[src/rtl/mos6502_pkg.sv]
// Shared types for the 6502 instruction assembler.
//   mnem_e  : mnemonic codes, alphabetical (ADC=0 .. TYA=55)
//   mode_e  : addressing mode codes (IMP=0 .. REL=12)
//   state_e : byte-gathering FSM states
//   insn_t  : one assembled instruction as stored in the output FIFO
//   mode_len: addressing mode -> instruction length in bytes
package mos6502_pkg;

  typedef enum logic [5:0] {
    ADC, AND, ASL, BCC, BCS, BEQ, BIT, BMI, BNE, BPL,
    BRK, BVC, BVS, CLC, CLD, CLI, CLV, CMP, CPX, CPY,
    DEC, DEX, DEY, EOR, INC, INX, INY, JMP, JSR, LDA,
    LDX, LDY, LSR, NOP, ORA, PHA, PHP, PLA, PLP, ROL,
    ROR, RTI, RTS, SBC, SEC, SED, SEI, STA, STX, STY,
    TAX, TAY, TSX, TXA, TXS, TYA
  } mnem_e;

  typedef enum logic [3:0] {
    IMP, ACC, IMM, ZPG, ZPGX, ZPGY, ABS, ABSX, ABSY, IND, XIND, INDY, REL
  } mode_e;

  typedef enum logic [1:0] {
    ST_OPCODE,
    ST_OPER_LO,
    ST_OPER_HI
  } state_e;

  typedef struct packed {
    logic [7:0]  opcode;
    logic [5:0]  mnem;
    logic [3:0]  mode;
    logic [1:0]  len;
    logic [15:0] operand;
    logic        illegal;
  } insn_t;

  // BRK is IMP and therefore one byte: its signature byte is left in the
  // stream and decodes as the next opcode.
  function automatic logic [1:0] mode_len(input logic [3:0] mode);
    logic [1:0] len;
    case (mode)
      IMP, ACC:             len = 2'd1;
      ABS, ABSX, ABSY, IND: len = 2'd3;
      default:              len = 2'd2;
    endcase
    return len;
  endfunction

endpackage

[src/rtl/mos6502_opcode_rom.sv]
// Combinational 6502 opcode decoder.
//   opcode  : raw opcode byte
//   mnem    : mnemonic code (mnem_e)
//   mode    : addressing mode code (mode_e)
//   len     : instruction length 1..3
//   illegal : opcode is not one of the 151 official ones; reported as
//             a 1-byte NOP/IMP
module mos6502_opcode_rom
  import mos6502_pkg::*;
(
  input  logic [7:0] opcode,
  output logic [5:0] mnem,
  output logic [3:0] mode,
  output logic [1:0] len,
  output logic       illegal
);

  // Column cc=01 is fully regular: aaa selects the ALU op, bbb the mode.
  function automatic logic [5:0] alu_mnem(input logic [2:0] aaa);
    logic [5:0] m;
    case (aaa)
      3'd0:    m = ORA;
      3'd1:    m = AND;
      3'd2:    m = EOR;
      3'd3:    m = ADC;
      3'd4:    m = STA;
      3'd5:    m = LDA;
      3'd6:    m = CMP;
      default: m = SBC;
    endcase
    return m;
  endfunction

  function automatic logic [3:0] alu_mode(input logic [2:0] bbb);
    logic [3:0] m;
    case (bbb)
      3'd0:    m = XIND;
      3'd1:    m = ZPG;
      3'd2:    m = IMM;
      3'd3:    m = ABS;
      3'd4:    m = INDY;
      3'd5:    m = ZPGX;
      3'd6:    m = ABSY;
      default: m = ABSX;
    endcase
    return m;
  endfunction

  always_comb begin
    mnem    = NOP;
    mode    = IMP;
    illegal = 1'b0;
    case (opcode)
      8'h0A: {mnem, mode} = {ASL, ACC};   8'h06: {mnem, mode} = {ASL, ZPG};
      8'h16: {mnem, mode} = {ASL, ZPGX};  8'h0E: {mnem, mode} = {ASL, ABS};
      8'h1E: {mnem, mode} = {ASL, ABSX};
      8'h4A: {mnem, mode} = {LSR, ACC};   8'h46: {mnem, mode} = {LSR, ZPG};
      8'h56: {mnem, mode} = {LSR, ZPGX};  8'h4E: {mnem, mode} = {LSR, ABS};
      8'h5E: {mnem, mode} = {LSR, ABSX};
      8'h2A: {mnem, mode} = {ROL, ACC};   8'h26: {mnem, mode} = {ROL, ZPG};
      8'h36: {mnem, mode} = {ROL, ZPGX};  8'h2E: {mnem, mode} = {ROL, ABS};
      8'h3E: {mnem, mode} = {ROL, ABSX};
      8'h6A: {mnem, mode} = {ROR, ACC};   8'h66: {mnem, mode} = {ROR, ZPG};
      8'h76: {mnem, mode} = {ROR, ZPGX};  8'h6E: {mnem, mode} = {ROR, ABS};
      8'h7E: {mnem, mode} = {ROR, ABSX};
      8'hC6: {mnem, mode} = {DEC, ZPG};   8'hD6: {mnem, mode} = {DEC, ZPGX};
      8'hCE: {mnem, mode} = {DEC, ABS};   8'hDE: {mnem, mode} = {DEC, ABSX};
      8'hE6: {mnem, mode} = {INC, ZPG};   8'hF6: {mnem, mode} = {INC, ZPGX};
      8'hEE: {mnem, mode} = {INC, ABS};   8'hFE: {mnem, mode} = {INC, ABSX};
      8'h90: {mnem, mode} = {BCC, REL};   8'hB0: {mnem, mode} = {BCS, REL};
      8'hF0: {mnem, mode} = {BEQ, REL};   8'h30: {mnem, mode} = {BMI, REL};
      8'hD0: {mnem, mode} = {BNE, REL};   8'h10: {mnem, mode} = {BPL, REL};
      8'h50: {mnem, mode} = {BVC, REL};   8'h70: {mnem, mode} = {BVS, REL};
      8'h24: {mnem, mode} = {BIT, ZPG};   8'h2C: {mnem, mode} = {BIT, ABS};
      8'h00: {mnem, mode} = {BRK, IMP};
      8'h18: {mnem, mode} = {CLC, IMP};   8'hD8: {mnem, mode} = {CLD, IMP};
      8'h58: {mnem, mode} = {CLI, IMP};   8'hB8: {mnem, mode} = {CLV, IMP};
      8'hE0: {mnem, mode} = {CPX, IMM};   8'hE4: {mnem, mode} = {CPX, ZPG};
      8'hEC: {mnem, mode} = {CPX, ABS};
      8'hC0: {mnem, mode} = {CPY, IMM};   8'hC4: {mnem, mode} = {CPY, ZPG};
      8'hCC: {mnem, mode} = {CPY, ABS};
      8'hCA: {mnem, mode} = {DEX, IMP};   8'h88: {mnem, mode} = {DEY, IMP};
      8'hE8: {mnem, mode} = {INX, IMP};   8'hC8: {mnem, mode} = {INY, IMP};
      8'h4C: {mnem, mode} = {JMP, ABS};   8'h6C: {mnem, mode} = {JMP, IND};
      8'h20: {mnem, mode} = {JSR, ABS};
      8'hA2: {mnem, mode} = {LDX, IMM};   8'hA6: {mnem, mode} = {LDX, ZPG};
      8'hB6: {mnem, mode} = {LDX, ZPGY};  8'hAE: {mnem, mode} = {LDX, ABS};
      8'hBE: {mnem, mode} = {LDX, ABSY};
      8'hA0: {mnem, mode} = {LDY, IMM};   8'hA4: {mnem, mode} = {LDY, ZPG};
      8'hB4: {mnem, mode} = {LDY, ZPGX};  8'hAC: {mnem, mode} = {LDY, ABS};
      8'hBC: {mnem, mode} = {LDY, ABSX};
      8'hEA: {mnem, mode} = {NOP, IMP};
      8'h48: {mnem, mode} = {PHA, IMP};   8'h08: {mnem, mode} = {PHP, IMP};
      8'h68: {mnem, mode} = {PLA, IMP};   8'h28: {mnem, mode} = {PLP, IMP};
      8'h40: {mnem, mode} = {RTI, IMP};   8'h60: {mnem, mode} = {RTS, IMP};
      8'h38: {mnem, mode} = {SEC, IMP};   8'hF8: {mnem, mode} = {SED, IMP};
      8'h78: {mnem, mode} = {SEI, IMP};
      8'h86: {mnem, mode} = {STX, ZPG};   8'h96: {mnem, mode} = {STX, ZPGY};
      8'h8E: {mnem, mode} = {STX, ABS};
      8'h84: {mnem, mode} = {STY, ZPG};   8'h94: {mnem, mode} = {STY, ZPGX};
      8'h8C: {mnem, mode} = {STY, ABS};
      8'hAA: {mnem, mode} = {TAX, IMP};   8'hA8: {mnem, mode} = {TAY, IMP};
      8'hBA: {mnem, mode} = {TSX, IMP};   8'h8A: {mnem, mode} = {TXA, IMP};
      8'h9A: {mnem, mode} = {TXS, IMP};   8'h98: {mnem, mode} = {TYA, IMP};
      default: begin
        // 0x89 would be "STA #imm", which does not exist.
        if (opcode[1:0] == 2'b01 && opcode != 8'h89) begin
          mnem = alu_mnem(opcode[7:5]);
          mode = alu_mode(opcode[4:2]);
        end else begin
          illegal = 1'b1;
        end
      end
    endcase
  end

  assign len = mode_len(mode);

endmodule

[src/rtl/mos6502_insn_assembler.sv]
// 6502 instruction assembler: byte stream in, whole instructions out.
//   clk_i, rst_ni        : clock, asynchronous active-low reset
//   flush_i              : synchronous flush (drops partial insn and FIFO)
//   byte_i/_valid_i/_ready_o : fetch byte stream
//   insn_*_o, insn_ready_i   : FIFO head and pop handshake
//   trapped_o            : illegal opcode seen with TRAP_ILLEGAL=1
//   illegal_count_o      : saturating illegal-opcode count
//   fifo_level_o         : occupied FIFO entries
// Handshakes: a byte is taken on a cycle with byte_valid_i & byte_ready_o;
// the FIFO head is popped on a cycle with insn_valid_o & insn_ready_i.
// Neither ready depends combinationally on the other side's valid.
module mos6502_insn_assembler
  import mos6502_pkg::*;
#(
  parameter int DEPTH        = 4,
  parameter int CNT_W        = 8,
  parameter int TRAP_ILLEGAL = 1
) (
  input  logic                       clk_i,
  input  logic                       rst_ni,
  input  logic                       flush_i,
  input  logic [7:0]                 byte_i,
  input  logic                       byte_valid_i,
  output logic                       byte_ready_o,
  output logic                       insn_valid_o,
  input  logic                       insn_ready_i,
  output logic [7:0]                 insn_opcode_o,
  output logic [5:0]                 insn_mnem_o,
  output logic [3:0]                 insn_mode_o,
  output logic [1:0]                 insn_len_o,
  output logic [15:0]                insn_operand_o,
  output logic                       insn_illegal_o,
  output logic                       trapped_o,
  output logic [CNT_W-1:0]           illegal_count_o,
  output logic [$clog2(DEPTH+1)-1:0] fifo_level_o
);

  localparam int PTR_W = $clog2(DEPTH);
  localparam int LVL_W = $clog2(DEPTH+1);
  localparam bit TRAP_EN = (TRAP_ILLEGAL != 0);

  state_e             state_q, state_d;
  logic [5:0]         rom_mnem;
  logic [3:0]         rom_mode;
  logic [1:0]         rom_len;
  logic               rom_illegal;
  insn_t              hold_q;       // opcode + decode of the insn being gathered
  insn_t              push_entry;
  logic               push, pop, accept, byte_ready;
  logic               hold_load, lo_load;
  insn_t              mem [DEPTH];
  insn_t              head;
  logic [PTR_W-1:0]   wr_ptr_q, rd_ptr_q;
  logic [LVL_W-1:0]   level_q;
  logic               trapped_q;
  logic [CNT_W-1:0]   cnt_q;

  mos6502_opcode_rom u_rom (
    .opcode  (byte_i),
    .mnem    (rom_mnem),
    .mode    (rom_mode),
    .len     (rom_len),
    .illegal (rom_illegal)
  );

  // Registered level only: a pop in the same cycle does not free a slot.
  assign byte_ready = rst_ni & ~flush_i & ~trapped_q & (level_q < LVL_W'(DEPTH));
  assign accept     = byte_valid_i & byte_ready;
  assign pop        = insn_ready_i & (level_q != '0) & ~flush_i;

  always_comb begin
    state_d    = state_q;
    push       = 1'b0;
    push_entry = '0;
    hold_load  = 1'b0;
    lo_load    = 1'b0;
    case (state_q)
      ST_OPCODE: if (accept) begin
        if (rom_len == 2'd1) begin
          push       = 1'b1;
          push_entry = '{opcode: byte_i, mnem: rom_mnem, mode: rom_mode,
                         len: rom_len, operand: 16'h0000, illegal: rom_illegal};
        end else begin
          hold_load = 1'b1;
          state_d   = ST_OPER_LO;
        end
      end
      ST_OPER_LO: if (accept) begin
        if (hold_q.len == 2'd2) begin
          push               = 1'b1;
          push_entry         = hold_q;
          push_entry.operand = {8'h00, byte_i};
          state_d            = ST_OPCODE;
        end else begin
          lo_load = 1'b1;
          state_d = ST_OPER_HI;
        end
      end
      ST_OPER_HI: if (accept) begin
        push               = 1'b1;
        push_entry         = hold_q;
        push_entry.operand = {byte_i, hold_q.operand[7:0]};
        state_d            = ST_OPCODE;
      end
      default: state_d = ST_OPCODE;
    endcase
    if (flush_i) state_d = ST_OPCODE;
  end

  always_ff @(posedge clk_i or negedge rst_ni) begin
    if (!rst_ni) state_q <= ST_OPCODE;
    else         state_q <= state_d;
  end

  always_ff @(posedge clk_i or negedge rst_ni) begin
    if (!rst_ni) begin
      hold_q <= '0;
    end else if (hold_load) begin
      hold_q <= '{opcode: byte_i, mnem: rom_mnem, mode: rom_mode,
                  len: rom_len, operand: 16'h0000, illegal: rom_illegal};
    end else if (lo_load) begin
      hold_q.operand[7:0] <= byte_i;
    end
  end

  // Storage needs no reset: the head is masked to zero while empty.
  always_ff @(posedge clk_i) begin
    if (push) mem[wr_ptr_q] <= push_entry;
  end

  always_ff @(posedge clk_i or negedge rst_ni) begin
    if (!rst_ni) begin
      wr_ptr_q <= '0;
      rd_ptr_q <= '0;
      level_q  <= '0;
    end else if (flush_i) begin
      wr_ptr_q <= '0;
      rd_ptr_q <= '0;
      level_q  <= '0;
    end else begin
      if (push) wr_ptr_q <= wr_ptr_q + PTR_W'(1);
      if (pop)  rd_ptr_q <= rd_ptr_q + PTR_W'(1);
      if (push && !pop)      level_q <= level_q + LVL_W'(1);
      else if (!push && pop) level_q <= level_q - LVL_W'(1);
    end
  end

  always_ff @(posedge clk_i or negedge rst_ni) begin
    if (!rst_ni) begin
      trapped_q <= 1'b0;
      cnt_q     <= '0;
    end else begin
      if (flush_i)
        trapped_q <= 1'b0;
      else if (TRAP_EN && push && push_entry.illegal)
        trapped_q <= 1'b1;
      // The count survives flush; it is only cleared by reset.
      if (push && push_entry.illegal && cnt_q != '1)
        cnt_q <= cnt_q + CNT_W'(1);
    end
  end

  assign head            = (level_q != '0) ? mem[rd_ptr_q] : '0;
  assign insn_valid_o    = (level_q != '0);
  assign insn_opcode_o   = head.opcode;
  assign insn_mnem_o     = head.mnem;
  assign insn_mode_o     = head.mode;
  assign insn_len_o      = head.len;
  assign insn_operand_o  = head.operand;
  assign insn_illegal_o  = head.illegal;
  assign byte_ready_o    = byte_ready;
  assign trapped_o       = trapped_q;
  assign illegal_count_o = cnt_q;
  assign fifo_level_o    = level_q;

endmodule
[config.mk]
export PLATFORM = sky130hd
export DESIGN_NAME = mos6502_insn_assembler
export DESIGN_NICKNAME = d
export VERILOG_FILES = /design/src/rtl/mos6502_pkg.sv /design/src/rtl/mos6502_opcode_rom.sv /design/src/rtl/mos6502_insn_assembler.sv
export SDC_FILE = /design/constraint.sdc
export NUM_CORES = 1
export LEC_CHECK = 0
export CORE_ASPECT_RATIO = 1.1
export CORE_MARGIN = 2
export CORE_UTILIZATION = 59
export DETAILED_ROUTE_END_ITERATION = 12
export HOLD_SLACK_MARGIN = 0.03
export PLACE_DENSITY = 0.83
export SKIP_LAST_GASP = 1
export SLEW_MARGIN = 10
export SYNTH_ARGS = -nofsm -noshare
export SYNTH_HDL_FRONTEND = slang
export SYNTH_SLANG_ARGS = --single-unit
[constraint.sdc]
create_clock -name clk_i -period 4 [get_ports clk_i]
set_input_delay 0.8 -clock clk_i [delete_from_list [all_inputs] [get_ports clk_i]]
set_output_delay 0.8 -clock clk_i [all_outputs]
set_load 0.02 [all_outputs]
# Word level (Yosys, flattened, before mapping)
# Memories as Yosys holds them, arrays and structs flattened.
# Cells that the tools add are included.
[totals]
ff_bits = 47
ram_bits = 148
input_bits = 13
output_inout_bits = 51
elab_cells = 235
mem_count = 1
[mem_list]
columns = ["name", "words", "width", "rd", "rd_ports_with_merged_regs", "write_ports", "line", "rtl"]
rows = [
  ["mem", 4, 37, 1, 0, 1, "mos6502_insn_assembler.sv:51", "insn_t mem [DEPTH];"],
]
[classes]
n_addsub = 5
order_cmp = 1
n_eq_ne = 115
mux = 48
n_bitwise = 8
n_reduce_logical = 45
[ops]
columns = ["operator", "count"]
rows = [
  ["$eq 8x8->1 const B", 48],
  ["$pmux 6 s48", 1],
  ["$mux 37", 6],
  ["$eq 8x7->1 const B", 20],
  ["$pmux 37 s3", 1],
  ["$eq 8x6->1 const B", 11],
  ["$reduce_or 88->1", 1],
  ["$pmux 4 s11", 1],
  ["$pmux 6 s7", 1],
  ["$eq 8x5->1 const B", 4],
  ["$reduce_or 5->1", 6],
  ["$pmux 4 s7", 1],
  ["$reduce_or 25->1", 1],
  ["$eq 8x4->1 const B", 3],
  ["$mux 2", 10],
  ["$reduce_or 4->1", 5],
  ["$eq 3x3->1 const B", 6],
  ["$mux 1", 17],
  ["$mux 8", 2],
  ["$ne 8x8->1 const B", 2],
  ["$reduce_or 8->1", 2],
  ["$reduce_or 15->1", 1],
  ["$reduce_or 13->1", 1],
  ["$eq 3x2->1 const B", 4],
  ["other kinds (33)", 67],
]

# Logic depth before layout (Yosys ltp)
# Gate-level depths: netlist (run 1).
[logic_depth]
ltp_word = 16
ltp_mapped = 13
depth_no_buf = 10

# Hierarchy
# A second synthesis (run 1) with hierarchy kept.
[unflattened]
hier_cells = 729
area_unflattened_um2 = 9754.4
[modules_own_cells]
columns = ["module", "n_inst", "cells_per_inst", "area_per_inst_um2", "seq_area_each_um2"]
rows = [
  ["mos6502_insn_assembler", 1, 481, 8266.7, 5620.4],
  ["mos6502_opcode_rom", 1, 248, 1487.7, 0.0],
]

# Least setup slack after synthesis (run 1)
# No wires, ideal clock.
[synth_timing]
path_type = "input to register"
startpoint = "in byte_i[4]"
endpoint = "mem mem[1][0] (netlist name), enable pin"
arrival_time_ps = 3588
required_ps = 3602
path_slack_ps = 15
stages = 9
cell_sequence = "clkbuf_1 -> clkbuf_1 -> clkbuf_1 -> nor4b_1 -> nor3_1 -> and3b_1 -> a31o_2 -> clkbuf_1 -> and2_1"
[synth_via]
elab_chain_len = 13
[synth_rtl]
columns = ["item", "line", "rtl"]
rows = [
  ["start, declared", "mos6502_insn_assembler.sv:22", "input logic [7:0] byte_i,"],
  ["$eq 3x3->1, or another cell as far along", "mos6502_opcode_rom.sv:36", "case (bbb)"],
  ["$pmux 4 s7 / $logic_and 1x1->1 (equally long branches)", "mos6502_opcode_rom.sv:36, mos6502_opcode_rom.sv:107", ""],
  ["$mux 4", "mos6502_opcode_rom.sv:107", "if (opcode[1:0] == 2'b01 && opcode != 8'h89) begin"],
  ["$pmux 4 s11 *", "mos6502_opcode_rom.sv:53", "case (opcode)"],
  ["$eq 4x3->1, or another cell as far along", "mos6502_pkg.sv:41", "case (mode)"],
  ["$reduce_or 4->1 / $reduce_or 2->1 (equally long branches)", "mos6502_pkg.sv:41", ""],
  ["$pmux 2 s2 *", "mos6502_pkg.sv:41", ""],
  ["$eq 2x1->1 *", "mos6502_insn_assembler.sv:79", "if (rom_len == 2'd1) begin"],
  ["$mux 1 *", "mos6502_insn_assembler.sv:79", ""],
  ["$mux 1 *", "mos6502_insn_assembler.sv:78", "ST_OPCODE: if (accept) begin"],
  ["$pmux 1 s3 *", "mos6502_insn_assembler.sv:77", "case (state_q)"],
  ["$mux 1 *", "mos6502_insn_assembler.sv:128", "if (push) mem[wr_ptr_q] <= push_entry;"],
  ["$mux 1 (not written as such) *", "mos6502_insn_assembler.sv:128", ""],
  ["end, declared", "mos6502_insn_assembler.sv:51", ""],
]
# Every way passes the cells marked *; elsewhere a longest branch is shown, timed or not.

# Worst setup path after layout (run 1)
[layout_timing]
startpoint = "in flush_i"
endpoint = "reg cnt_q[1] (netlist: illegal_count_o[1])"
[layout_via]
elab_chain_len = 9
[layout_rtl]
columns = ["item", "line", "rtl"]
rows = [
  ["start, declared", "mos6502_insn_assembler.sv:21", "input logic flush_i,"],
  ["$not 1->1 *", "mos6502_insn_assembler.sv:67", "assign byte_ready = rst_ni & ~flush_i & ~trapped_q & (level_q < LVL_W'(DEPTH));"],
  ["$and 1x1->1 * (3 in series)", "mos6502_insn_assembler.sv:67", ""],
  ["$and 1x1->1 *", "mos6502_insn_assembler.sv:68", "assign accept = byte_valid_i & byte_ready;"],
  ["$mux 1, or another cell as far along", "mos6502_insn_assembler.sv:99", "ST_OPER_HI: if (accept) begin"],
  ["$pmux 1 s3 / $pmux 37 s3 (equally long branches)", "mos6502_insn_assembler.sv:77", ""],
  ["$logic_and 1x1->1 * (2 in series)", "mos6502_insn_assembler.sv:158", "if (push && push_entry.illegal && cnt_q != '1)"],
  ["end signal, assigned", "mos6502_insn_assembler.sv:159", "cnt_q <= cnt_q + CNT_W'(1);"],
  ["end, declared", "mos6502_insn_assembler.sv:56", "logic [CNT_W-1:0] cnt_q;"],
]
# Marks and branches as above.
# A chain may end at the register's enable or synchronous reset.

==> flow_summary.yaml, run 1 <==
status:
  status: "finished clean"
yosys:
  syn_area_per_cell_um2: 12.7
  synth_mux_area_frac: 0.0978
  ys_seq_area_frac: 0.587
  synth-simple-area-share: 0.167
  synth_top_family_by_area: "simple AND/OR/NAND/NOR gates"
  synth.cell_area_um2: 9570
  synthesized_area_fraction_occupied_by_adder_cells: 0.00863
  synthDistinctLibCells: 74
  synth_area_leader_cell: "edfxtp_1"
  synth_compound_area_frac: 0.0971
  synthArstFlopShare: 0.241
  gate_count_after_technology_mapping: 755
  yosys.area_share.xor_xnor: 0.0142
  ys.flop_type: "edfxtp_1"
  ys_seq_elements: 195
  number_of_enable_flip_flop_cells_after_synthesis: 148
  synth_largest_type_area_fraction: 0.464
  yosys_warnings: 0
  synth.area.top_cells: "edfxtp_1, dfrtp_1, mux4_2"
  syn-num-nets: 774
cells_and_area:
  layout.nets: 872
  final_cells: 1066
  insertedDiodeCount: 0
  layout_cell_share_with_drive_strength_beyond_1: 0.181
  flow.area_growth_from_synthesis_pct: 20.5
clock_tree:
  tritoncts: "done"
  cts.path.max_buffers: 2
  ctsResizeCount: 0
  worst_skew_pair.late_latency_ns: 0.44
  cts_made_buffers: 17
  h-tree-depth: 4
  ctsRootBufferMaster: "clkbuf_16"
  post_cts_hold_buffer_count: 0
  clock_pin_transition_on_the_worst_setup_and_hold_timing_paths_ns: 0.08
  cts_post_setup_buffers_inserted: 0
  cts.sink_count: 195
setup_path:
  cp_slowest_cell: "or4b_1"
  critPathMaxStageDelay_ns: 0.56
  critical_path_class: "input pin to flip-flop"
  cp-end-kind: "flip-flop"
  crit_path_start_kind: "input pin"
  critPathMaxFanout: 14
  critical-path-top-delay-family: "simple AND/OR/NAND/NOR gates"
  worstPathCellList: "clkdlybuf4s50_1 -> nor4b_4 -> nand2_1 -> or3_1 -> or4b_1 -> o41ai_2 -> buf_12 -> o21a_1 -> mux2_1"
  arrival_ns: 3.83
  crit_path_buffers_inverters: 2
  worst-endpoint-required_ns: 4.33
worst_hold_path:
  hold_path.class: "flip-flop to flip-flop"
pwr:
  power_density_nw_per_um2: 555
  vdd_drop_max_mv: 0.806
  total_leakage_power_uw: 0.00426
job:
  max_cap_violations: 0
drt:
  drt-pass1-iter-count: 7
  drt_iter0_markers: 1007
  detail_route.wl_per_cell_um: 26.2
  detailroute.via_count: 7255
  drt.antenna.violating_nets: 0
  totalWireLength_mm: 28.0
  via_per_inst: 6.81
  residual_drc: 0
global_routing:
  grtUsageTotal: 0.329
  number_of_global_route_vias_before_repair: 7318
  grt_first_pass_wirelength_mm: 42.5
  grt_overflow_total: 0
  number_of_antenna_violations_at_the_first_check_in_global_routing: 0
  grt_max_degree: 48
sta:
  min_period_over_period: 0.874
  maxSlewHeadroom: 0.276
  finalCriticalPeriod_ns: 3.50
  timing.final.max_slew_violations: 0
  final.setup_skew_ns: 0.0148
  final-setup-viol-count: 0
  rsz0062_at_grt: "false"
  max_slew.worst_pin.slew_ns: 1.08
  setup_total_negative_slack_ns: 0
  fin_hold_ws_ns: 0.492
  hold_viol_final: 0
  timing.fmax_mhz: 286
placed_design:
  post-dp-hpwl_mm: 18.1
  placed_cells: 1034
  io_buffer_count: 63
  place_congestion: 1.01
die:
  floorplan.die_area_um2: 17300
  chipHeight_um: 138
  initial_utilization: 0.606
  die_width_um: 125
  design.portCount: 64
  rows: 48
  design.core.area_um2: 15800
-- per-layer routing --
metal  routed length [um]  track usage
met3                 2270       0.0579
met1                10800        0.429
met4                 1250        0.152
met2                13700        0.544
met5                    0            0
-- cell families after synthesis --
kind of cell | Yosys count
AOI/OAI and AO/OA | 131
xor gates and xnor gates | 14
adders and majority gates | 6
buffers and inverters | 69
DFF | 195
muxes | 47
and+or+nand+nor | 293
-- Yosys cell counts (all sizes together) (10+ instances only) --
cell type,instances
inv,10
a21oi,19
nand3,18
nor2,52
buf,10
nor2b,11
dfrtp,47
nor3,19
a22o,18
edfxtp,148
and2,52
nand2b,18
mux4,37
o21ai,31
clkbuf,49
nand2,67
-- layout make-up --
cell class              count  area [um2]
clock buffers              17         425
clock inverters            15         185
fillers                   953        4260
inverters                  10        37.5
multi-input cells         491        3690
flip-flops and latches    195        5620
well taps                 200         250
repair buffers            138        1330
-- placed cells by master (no fill, tap or decap), types with 7 or more instances in the layout --
master	count
mux2i_1	8
nor3_1	19
and2_1	52
clkbuf_16	17
and3_1	8
nor2_1	52
nand2b_1	18
xnor2_1	8
buf_4	64
mux4_2	37
edfxtp_1	148
buf_12	11
nor2b_1	11
o211ai_1	7
nand2_1	67
inv_1	10
o21ai_1	13
dfrtp_1	46
o21ai_0	18
nand4_1	8
clkdlybuf4s50_1	62
a22o_1	18
nand3_1	18
a21oi_1	19
-- worst paths after layout --
check,endpoint,slack (ns),start,depth (start not counted)
setup / recovery,illegal_count_o[1],0.50,flush_i,9
hold / removal,state_q[0],0.49,state_q[1],1
setup reg to reg,illegal_count_o[1],0.82,fifo_level_o[2],8
hold reg to reg,state_q[0],0.49,state_q[1],1
max in group asynchronous,rd_ptr_q[0],3.02,rst_ni,2
min in group asynchronous,hold_q[8],0.53,rst_ni,2
-- power breakdown --
group	switching, uW	internal [uW]
logic	1180	1030
clock network	874	849
registers	150	2320
total	2200	4200
-- through the flow --
stage	total power, uW	instance area (um2)	util	worst slack [ns]
2_1_floorplan	3720	9570	-	0.0147
3_3_place_gp	4570	10900	0.691	0.132
3_5_place_dp	4650	10900	0.691	0.0578
4_1_cts	6390	11500	0.730	0.479
5_1_grt	6600	11500	0.730	0.388
6_report	6400	11500	0.730	0.503
-- registers in the layout, summed over array words and instances, names as in the netlist --
register         count
state_q              2
trapped_o            1
illegal_count_o      8
fifo_level_o         3
wr_ptr_q             2
rd_ptr_q             2
hold_q              29
mem                148
No activity file was read; power rests on OpenSTA's default activity.
==> inputs of run 2 (changes only) <==
- CAP_MARGIN: default -> 30
==> flow_summary.yaml, run 2 (synthesis results as in run 1) <==
status:
  status: "finished clean"
setup_path:
  cp-end-kind: "output port"
  r2r_cells: 8
  cp_slowest_cell: "dfrtp_2"
  arrival_ns: 2.68
  critPathMaxStageDelay_ns: 0.63
  critical_path_class: "flip-flop to output port"
  worst-endpoint-required_ns: 3.20
  crit_path_buffers_inverters: 2
  worstPathCellList: "buf_12 -> mux4_2 -> and2_1 -> clkdlybuf4s50_1"
  critical-path-top-delay-family: "buffers and inverters"
  critPathMaxFanout: 29
  timing.critical_path.depth: 4
  crit_path_start_kind: "flip-flop"
sta:
  finalCriticalPeriod_ns: 3.48
  fin_hold_ws_ns: 0.491
  maxSlewHeadroom: 0.364
  timing.fmax_mhz: 287
  final.setup_skew_ns: 0.0149
  hold_viol_final: 0
  min_period_over_period: 0.871
  final-setup-viol-count: 0
  timing.final.max_slew_violations: 0
  setup_slack_ns: 0.516
  max_slew.worst_pin.slew_ns: 0.951
  setup_total_negative_slack_ns: 0
  rsz0062_at_grt: "false"
drt:
  detailroute.via_count: 7240
  detail_route.wl_per_cell_um: 26.2
  drt-pass1-iter-count: 6
  drt.antenna.violating_nets: 0
  totalWireLength_mm: 28.0
  drt_iter0_markers: 975
  via_per_inst: 6.79
  residual_drc: 0
clock_tree:
  ctsRootBufferMaster: "clkbuf_16"
  cts_post_setup_buffers_inserted: 0
  post_cts_hold_buffer_count: 0
  worst_skew_pair.late_latency_ns: 0.44
  cts_made_buffers: 17
  ctsResizeCount: 0
  h-tree-depth: 4
  clock_pin_transition_on_the_worst_setup_and_hold_timing_paths_ns: 0.08
  cts.path.max_buffers: 2
  cts.sink_count: 195
  tritoncts: "done"
global_routing:
  grt_first_pass_wirelength_mm: 42.5
  number_of_antenna_violations_at_the_first_check_in_global_routing: 0
  number_of_global_route_vias_before_repair: 7318
  grt_overflow_total: 0
  grtUsageTotal: 0.329
  grt_max_degree: 48
pwr:
  total_leakage_power_uw: 0.00427
  power_density_nw_per_um2: 554
  vdd_drop_max_mv: 0.824
placed_design:
  post-dp-hpwl_mm: 18.1
  place_congestion: 1.01
  placed_cells: 1034
  io_buffer_count: 63
  dp_slack_ns: 0.0578
cells_and_area:
  largest-register: "mem"
  nFillCells: 951
  layout_commonest_cell: "edfxtp_1"
  layout_cell_share_with_drive_strength_beyond_1: 0.182
  flow.area_growth_from_synthesis_pct: 20.5
  largest_reg_flops: 148
  multi_input_comb_area_um2: 3690
  insertedDiodeCount: 0
  final_cells: 1067
  register_area_um2: 5620
  commonest_non_fill_non_tap_cells_in_the_layout: "edfxtp_1, nand2_1, buf_4"
  layout.nets: 873
die:
  chipHeight_um: 138
  design.portCount: 64
  initial_utilization: 0.606
  design.core.area_um2: 15800
  floorplan.die_area_um2: 17300
  die_width_um: 125
  rows: 48
worst_hold_path:
  hold_path.class: "flip-flop to flip-flop"
  hold_depth: 1
job:
  max_cap_violations: 0
==> run 2: cell count changes in the layout (fill, tap and decap cells not counted) <==
cell,delta
buf_2,+1
==> run 2: worst paths after layout <==
kind | slack (ns) | to | start
setup / recovery | 0.52 | insn_opcode_o[6] | rd_ptr_q[0]
hold reg to reg | 0.49 | state_q[0] | state_q[1]
max in group asynchronous | 3.01 | rd_ptr_q[0] | rst_ni
setup reg to reg | 0.85 | illegal_count_o[1] | fifo_level_o[2]
min in group asynchronous | 0.53 | hold_q[8] | rst_ni
hold / removal | 0.49 | state_q[0] | state_q[1]
==> run 2: routing by layer <==
layer / share of wire / vias up / global-route usage
li1: - / 3059 / -
met1: 0.38 / 3579 / 0.429
met2: 0.49 / 503 / 0.544
met3: 0.083 / 99 / 0.0579
met4: 0.044 / 0 / 0.152
met5: 0 / - / 0
==> run 2: cell type report <==
type,count,share of cell area
Clock inverter,15,0.0161
Clock buffer,17,0.0369
Timing Repair Buffer,139,0.115
Multi-Input combinational cell,491,0.319
Sequential cell,195,0.487
Tap cell,200,0.0217
Inverter,10,0.00325
==> run 2: per-stage QoR <==
stage | total power, uW | util | instance area [um2]
6_report | 6390 | 0.730 | 11500
2_1_floorplan | 3720 | - | 9570
3_3_place_gp | 4570 | 0.691 | 10900
4_1_cts | 6390 | 0.730 | 11500
3_5_place_dp | 4650 | 0.691 | 10900
5_1_grt | 6600 | 0.730 | 11500
==> run 2: where the power goes <==
part	total [uW]	switching, uW	internal [uW]
combinational	2210	1180	1030
clock	1710	866	848
sequential	2460	148	2320
==> inputs of run 3 (changes only) <==
- SLEW_MARGIN: 10 -> default
==> flow_summary.yaml, run 3 (synthesis results as in run 1) <==
status:
  status: "finished clean"
setup_path:
  crit_path_buffers_inverters: 2
  critical-path-top-delay-family: "buffers and inverters"
  critPathMaxStageDelay_ns: 0.63
  critical_path_class: "flip-flop to output port"
  worstPathCellList: "buf_12 -> mux4_2 -> and2_1 -> clkdlybuf4s50_1"
  worst-r2r-setup-slack_ns: 0.85
  cp_slowest_cell: "dfrtp_2"
  arrival_ns: 2.68
  critPathMaxFanout: 29
  crit_path_start_kind: "flip-flop"
  cp-end-kind: "output port"
  worst-endpoint-required_ns: 3.20
sta:
  setup_total_negative_slack_ns: 0
  finalCriticalPeriod_ns: 3.48
  final.setup_skew_ns: 0.0149
  min_period_over_period: 0.871
  hold_viol_final: 0
  rsz0062_at_grt: "false"
  timing.final.max_slew_violations: 0
  fin_hold_ws_ns: 0.491
  final-setup-viol-count: 0
  timing.fmax_mhz: 287
  maxSlewHeadroom: 0.364
  max_slew.worst_pin.slew_ns: 0.951
global_routing:
  grt_first_pass_wirelength_mm: 42.5
  grt_overflow_total: 0
  grtUsageTotal: 0.329
  grt_max_degree: 48
  number_of_global_route_vias_before_repair: 7318
  number_of_antenna_violations_at_the_first_check_in_global_routing: 0
cells_and_area:
  commonest_non_fill_non_tap_cells_in_the_layout: "edfxtp_1, nand2_1, buf_4"
  finalCoreUtilization: 0.730
  largest-register: "mem"
  insertedDiodeCount: 0
  layout.nets: 873
  layout_commonest_cell: "edfxtp_1"
  flow.area_growth_from_synthesis_pct: 20.5
  final_cells: 1067
  nFillCells: 951
  layout_cell_share_with_drive_strength_beyond_1: 0.182
  largest_reg_flops: 148
pwr:
  vdd_drop_max_mv: 0.824
  power_density_nw_per_um2: 554
  total_leakage_power_uw: 0.00427
  report.power.total_uw: 6390
clock_tree:
  h-tree-depth: 4
  tritoncts: "done"
  ctsResizeCount: 0
  cts_made_buffers: 17
  cts_post_setup_buffers_inserted: 0
  worst_skew_pair.late_latency_ns: 0.44
  cts.sink_count: 195
  post_cts_hold_buffer_count: 0
  cts.path.max_buffers: 2
  clock_pin_transition_on_the_worst_setup_and_hold_timing_paths_ns: 0.08
  ctsRootBufferMaster: "clkbuf_16"
worst_hold_path:
  hold_path.class: "flip-flop to flip-flop"
drt:
  totalWireLength_mm: 28.0
  via_per_inst: 6.79
  detail_route.wl_per_cell_um: 26.2
  drt.antenna.violating_nets: 0
  residual_drc: 0
  drt-pass1-iter-count: 6
  drt_iter0_markers: 975
  detailroute.via_count: 7240
die:
  floorplan.die_area_um2: 17300
  chipHeight_um: 138
  design.core.area_um2: 15800
  die_width_um: 125
  rows: 48
  design.portCount: 64
  initial_utilization: 0.606
placed_design:
  post-dp-hpwl_mm: 18.1
  placed_cells: 1034
  io_buffer_count: 63
  place_congestion: 1.01
job:
  max_cap_violations: 0
run 3: power by group:
group | leakage, uW | switching (uW) | internal, uW
clock network | 0.000284 | 866 | 848
logic | 0.00196 | 1180 | 1030
registers | 0.00203 | 148 | 2320
total | 0.00427 | 2190 | 4200
run 3: path summary, 6_finish.rpt:
path / start / endpoint / depth (start not counted)
min in group asynchronous: rst_ni / hold_q[8] / 2
setup reg to reg: fifo_level_o[2] / illegal_count_o[1] / 8
hold reg to reg: state_q[1] / state_q[0] / 1
max in group asynchronous: rst_ni / rd_ptr_q[0] / 2
setup / recovery: rd_ptr_q[0] / insn_opcode_o[6] / 4
hold / removal: state_q[1] / state_q[0] / 1
run 3: metal layers:
metal	wire, um	vias up	track usage
li1	-	3059	-
met1	10700	3579	0.429
met2	13700	503	0.544
met3	2320	99	0.0579
met4	1240	0	0.152
met5	0	-	0
run 3: final cells by class:
class                      count  area (um2)  area share
timing repair buffer         139        1330       0.115
multi-input combinational    491        3690       0.319
sequential                   195        5620       0.487
inverter                      10        37.5     0.00325
tap                          200         250      0.0217
clock buffer                  17         425      0.0369
clock inverter                15         185      0.0161
run 3: through the flow:
stage          area (um2)  setup WS (ns)
2_1_floorplan        9570         0.0147
3_3_place_gp        10900          0.132
3_5_place_dp        10900         0.0578
4_1_cts             11500          0.479
5_1_grt             11500          0.388
6_report            11500          0.516
run 3: worst register-to-register path, delay by kind of cell (launching register included):
| family | cells | cell delay [ns] |
|---|---|---|
| flops | 1 | 0.47 |
| buf+inv | 1 | 0.20 |
| simple gates | 4 | 1.39 |
| mux | 1 | 0.33 |
| compound gates | 2 | 0.65 |
==> patch 1 (settings of run 3) <==
Make the reset (`rst_ni`) synchronous in 4 clocked blocks. Comments in the files are not updated.
--- a/src/rtl/mos6502_insn_assembler.sv
+++ b/src/rtl/mos6502_insn_assembler.sv
@@ -107,12 +107,12 @@
     if (flush_i) state_d = ST_OPCODE;
   end
 
-  always_ff @(posedge clk_i or negedge rst_ni) begin
+  always_ff @(posedge clk_i) begin
     if (!rst_ni) state_q <= ST_OPCODE;
     else         state_q <= state_d;
   end
 
-  always_ff @(posedge clk_i or negedge rst_ni) begin
+  always_ff @(posedge clk_i) begin
     if (!rst_ni) begin
       hold_q <= '0;
     end else if (hold_load) begin
@@ -128,7 +128,7 @@
     if (push) mem[wr_ptr_q] <= push_entry;
   end
 
-  always_ff @(posedge clk_i or negedge rst_ni) begin
+  always_ff @(posedge clk_i) begin
     if (!rst_ni) begin
       wr_ptr_q <= '0;
       rd_ptr_q <= '0;
@@ -145,7 +145,7 @@
     end
   end
 
-  always_ff @(posedge clk_i or negedge rst_ni) begin
+  always_ff @(posedge clk_i) begin
     if (!rst_ni) begin
       trapped_q <= 1'b0;
       cnt_q     <= '0;
Check against the original RTL: differs if rst_ni is asserted again (counterexample within 4 cycles, from zero or initial values and one cycle with rst_ni low); with rst_ni held inactive, the same outputs for 4 cycles.
==> patch 1 against run 3 <==
First-iteration DRC count shrank 14%; synthesized area rose by 1.5%; sequential cell count increased by 2; register-to-register slack improved by 0.18 ns; clock skew up 0.0032 ns; highest routed layer unchanged; non-clock buffer count is 25 higher; worst setup slack worse by 0.21 ns; routed wire length increased by 0.21%; final area is 2.4% higher; largest cell class unchanged.
Power is not compared: it rests on default switching activity, and its combinational part moved more than twofold at a synthesized area within 25%.
==> patch 1: results (changes against run 3) <==
* Routability congestion estimate at 0.978 (-3.7%)
* Most numerous cell types in the synthesized netlist: sky130_fd_sc_hd__edfxtp_1, sky130_fd_sc_hd__nor2_1, sky130_fd_sc_hd__and2_1
* H-tree level count at 4 (unchanged)
* Layout filler cell count at 1048 (+10%)
* Overall global routing resource usage at 32.8% (-0.038 points)
* Wire length of the first global-routing pass at 43.8 mm (+3.0%)
* First-iteration detailed-routing DRC count at 838 (-14%)
* Detailed-placement wirelength estimate at 19.1 mm (+5.5%)
* Via-to-Cell Ratio at 6.54 (-3.6%)
* Yosys synthesis warning count at 0 (unchanged)
* NumNets Final at 926 (+6.1%)
* Clock Skews at 0.0181 ns (+0.00317 ns)
* Master cell of the clock root buffer: sky130_fd_sc_hd__clkbuf_16
* Run status: completed
* Pin count of the biggest net entering global routing at 38 (-21%)
* Cells taking the most area after synthesis: sky130_fd_sc_hd__edfxtp_1, sky130_fd_sc_hd__dfxtp_1, sky130_fd_sc_hd__mux4_2
* TritonCTS Buffers at 17 (unchanged)
* Fraction of final layout cells with drive strength greater than 1 at 21.2% (+3.0 points)
* Post-synthesis cell type count at 79 (+6.8%)
* Synth Net Count at 800 (+3.4%)
* Via count of the first global-routing pass at 7411 (+1.3%)
* Data arrival time of the critical path at 4.07 ns (+1.39 ns)
* Critical Path Fanout Max at 10 (-66%)
* Max-Slew Margin vs Limit at 39.1% (+2.7 points)
* Per-cell routed wire length at 25.0 um (-4.8%)
* Post-synth ARST share at 0% (-24 points)
* Sequential area share after synthesis at 55.8% (-2.9 points)
patch 1: final timing paths:
| check | from | end | slack [ns] | cells after the start |
|---|---|---|---|---|
| setup / recovery | byte_i[0] | fifo_level_o[2] | 0.30 | 14 |
| hold / removal | hold_q[0] | hold_q[0] | 0.45 | 2 |
| setup reg to reg | fifo_level_o[2] | fifo_level_o[2] | 1.03 | 10 |
| hold reg to reg | hold_q[0] | hold_q[0] | 0.45 | 2 |
patch 1: worst max-delay path, stage by stage:
cell                              delay [ns]
sky130_fd_sc_hd__clkdlybuf4s50_1        0.56
sky130_fd_sc_hd__buf_4                  0.24
sky130_fd_sc_hd__nor3b_1                0.26
sky130_fd_sc_hd__a32oi_1                0.08
sky130_fd_sc_hd__o21ai_0                0.57
sky130_fd_sc_hd__nor3_4                 0.08
sky130_fd_sc_hd__a221o_1                0.35
sky130_fd_sc_hd__and2_1                 0.16
sky130_fd_sc_hd__ha_1                   0.21
sky130_fd_sc_hd__inv_1                  0.07
sky130_fd_sc_hd__fa_1                   0.17
sky130_fd_sc_hd__xor2_1                 0.08
sky130_fd_sc_hd__or3_1                  0.31
sky130_fd_sc_hd__a21oi_1                0.14
patch 1: routing by layer:
| metal | vias up | track usage [%] | share of wire, % |
|---|---|---|---|
| met1 | 3635 | 42.6 | 39 |
| met4 | 0 | 15.6 | 4.3 |
| met5 | - | 0 | 0 |
| li1 | 3256 | - | - |
| met3 | 68 | 5.05 | 5.8 |
| met2 | 384 | 54.5 | 51 |
patch 1: kinds of logic (layout without fill, tap and decap cells):
| family | after synthesis | in the layout | share of synthesized area [%] |
|---|---|---|---|
| buffers and inverters | 68 | 207 | 2.98 |
| and+or+nand+nor | 308 | 308 | 18.0 |
| muxes | 62 | 62 | 11.2 |
| adders and majority gates | 7 | 7 | 0.979 |
| AOI/OAI and AO/OA | 130 | 130 | 10.4 |
| xor gates and xnor gates | 8 | 8 | 0.721 |
| DFF | 197 | 197 | 55.8 |
patch 1: area by class of cell:
type,instances,area share [%]
Clock buffer,17,3.60
Inverter,11,0.350
Multi-Input combinational cell,515,33.9
Tap cell,204,2.16
Timing Repair Buffer,164,12.8
Sequential cell,197,45.9
Clock inverter,15,1.32
patch 1: report_power, final:
part	internal, mW	total [mW]	switching, mW
Clock	0.832	1.65	0.821
Sequential	2.20	2.21	0.0123
Combinational	0.205	0.479	0.274
patch 1: per-stage QoR:
step	cell area, sq um	TNS, ns	setup slack (ns)	instances
finish	11800	0	0.303	1123
floorplan	9710	0	0.290	780
detailed placement	11200	-0.186	-0.132	1091
CTS	11800	0	0.339	1123
global placement	11200	-0.677	-0.0883	1090
global route	11800	0	0.0883	1123
==> patch 2 (settings of run 3) <==
Without the edit above. The parameter `CNT_W` goes from 8 to 6.
--- a/src/rtl/mos6502_insn_assembler.sv
+++ b/src/rtl/mos6502_insn_assembler.sv
@@ -13,7 +13,7 @@
   import mos6502_pkg::*;
 #(
   parameter int DEPTH        = 4,
-  parameter int CNT_W        = 8,
+  parameter int CNT_W        = 6,
   parameter int TRAP_ILLEGAL = 1
 ) (
   input  logic                       clk_i,
Interface: changed (resized illegal_count_o); port bits go from 64 to 62. The function was not compared with the original's and may differ.
==> patch 2 against run 3 <==
Final area fell by 2.1%; sequential cell count fell by 2; count of clock-buffer cells in the layout did not move; routed wire length fell by 9.5%; worst setup slack got worse by 0.28 ns; synthesized area fell by 1.1%; power fell by 5.9%; die area fell by 1.1%; sequential power fell by 2%; maximum frequency fell by 7.4%.
==> patch 2: results (changes against run 3) <==
* Fraction of final layout cells with drive strength greater than 1 at 19.4% (+1.2 points)
* Part of the total power dissipated in sequential elements at 40.2% (+1.6 points)
* Synth Area in Compound Gates at 11.3% (+1.6 points)
* Fraction of area in registers at 49.4% (+0.63 points)
* Placed cell areas at 10700 sq um (-2.2%)
* Multi-input combinational cell count at 460 (-6.3%)
* Yosys synthesis warning count at 0 (unchanged)
* Pin count of the biggest net entering global routing at 46 (-4.2%)
* Number of setup buffers added after CTS at 0 (unchanged)
* Largest incremental delay on the critical path at 0.75 ns (+0.12 ns)
* Sum of met2 wire segment lengths after detailed routing at 13.2 mm (-3.5%)
* Core Util, Final at 72.0% (-1.0 points)
* Share of synthesized area spent on multiplexers at 9.64% (-0.14 points)
* Wire length of the first global-routing pass at 39.3 mm (-7.5%)
* Crit-path leading delay family: compound AO/OA/AOI/OAI gates
* Sequential area share after synthesis at 58.8% (+0.12 points)
* Number of I/O port buffers at 61 (-3.2%)
* FF+latch area at 5570 sq um (-0.89%)
* Met1 wire length at 9.80 mm (-8.7%)
* GR met1 Demand/Resource at 38.6% (-4.4 points)
* Int Pwr at 4.05 mW (-3.4%)
* Source of the critical timing path: byte_i[6]
* Number of non-clock buffers at 127 (-8.6%)
* Leak pwr at 4.06 nW (-4.8%)
* Routability congestion estimate at 0.925 (-8.8%)
* Data arrival time of the critical path at 3.90 ns (+1.22 ns)
* DR WL met3 at 1.64 mm (-29%)
* Area of the multi-input gates at 3580 sq um (-3.0%)
* Cells taking the most area after synthesis: sky130_fd_sc_hd__edfxtp_1, sky130_fd_sc_hd__dfrtp_1, sky130_fd_sc_hd__mux4_2
* Post-placement cell count at 993 (-4.0%)
* Final Instance Count excl. Fillers at 1025 (-3.9%)
* Area share of fa/ha/maj cells after synthesis at 0.978% (+0.12 points)
* Synth Net Count at 745 (-3.7%)
* Cell with the largest stage delay on the worst path: sky130_fd_sc_hd__clkdlybuf4s50_1
* Run status: completed
* Fraction of area in clock buffers and inverters at 5.40% (+0.11 points)
* Max IR drop VDD at 0.000346 V (-58%)
* Per-cell routed wire length at 24.7 um (-5.8%)
* Global-route met3 utilization at 4.03% (-1.8 points)
* Layout filler cell count at 995 (+4.6%)
* Post-synthesis xor/xnor area fraction at 0.925% (-0.50 points)
* Tightest Hold Check Type: primary input to async pin
* NumNets Final at 831 (-4.8%)
* First-iteration detailed-routing DRC count at 778 (-20%)
* Non-CTS inverters at 13 (+3)
* Via-to-Cell Ratio at 6.62 (-2.5%)
* Post-synth ARST share at 23.3% (-0.79 points)
* Setup WS pre-CTS at -0.0466 ns (-0.104 ns)
* Clock Skews at 0.0146 ns (-0.000387 ns)
* Non-clock buffers, area share at 10.9% (-0.61 points)
* Critical Path Fanout Max at 12 (-59%)
* Clock net sink count at 193 (-1.0%)
* Overall global routing resource usage at 30.5% (-2.4 points)
* Slew at the pin with the worst max-slew slack at 0.854 ns (-0.0969 ns)
* Met2 Usage GRT at 54.3% (-0.13 points)
* Via count of the first global-routing pass at 6935 (-5.2%)
patch 2: cell types whose count changed after synthesis, moves of 4 or more:
cell	before	now
sky130_fd_sc_hd__buf_2	2	19
sky130_fd_sc_hd__mux2i_1	8	0
sky130_fd_sc_hd__o21ai_1	13	0
sky130_fd_sc_hd__nand2b_1	18	14
sky130_fd_sc_hd__nand3b_1	2	6
sky130_fd_sc_hd__clkbuf_1	49	28
sky130_fd_sc_hd__nand2_1	67	62
sky130_fd_sc_hd__mux2_1	1	6
sky130_fd_sc_hd__nor2b_1	11	6
sky130_fd_sc_hd__o22ai_1	2	6
sky130_fd_sc_hd__nor2_1	52	22
sky130_fd_sc_hd__o21ai_0	18	44
patch 2: final timing paths:
check	depth (start not counted)	slack, ns	endpoint
worst min-delay path	2	0.47	illegal_count_o[0]
worst max-delay path	10	0.24	mem[3][36]
min in group clk_i	2	0.49	hold_q[31]
worst max register to register	9	1.17	illegal_count_o[3]
worst min register to register	2	0.49	hold_q[31]
max in group asynchronous	2	3.11	hold_q[29]
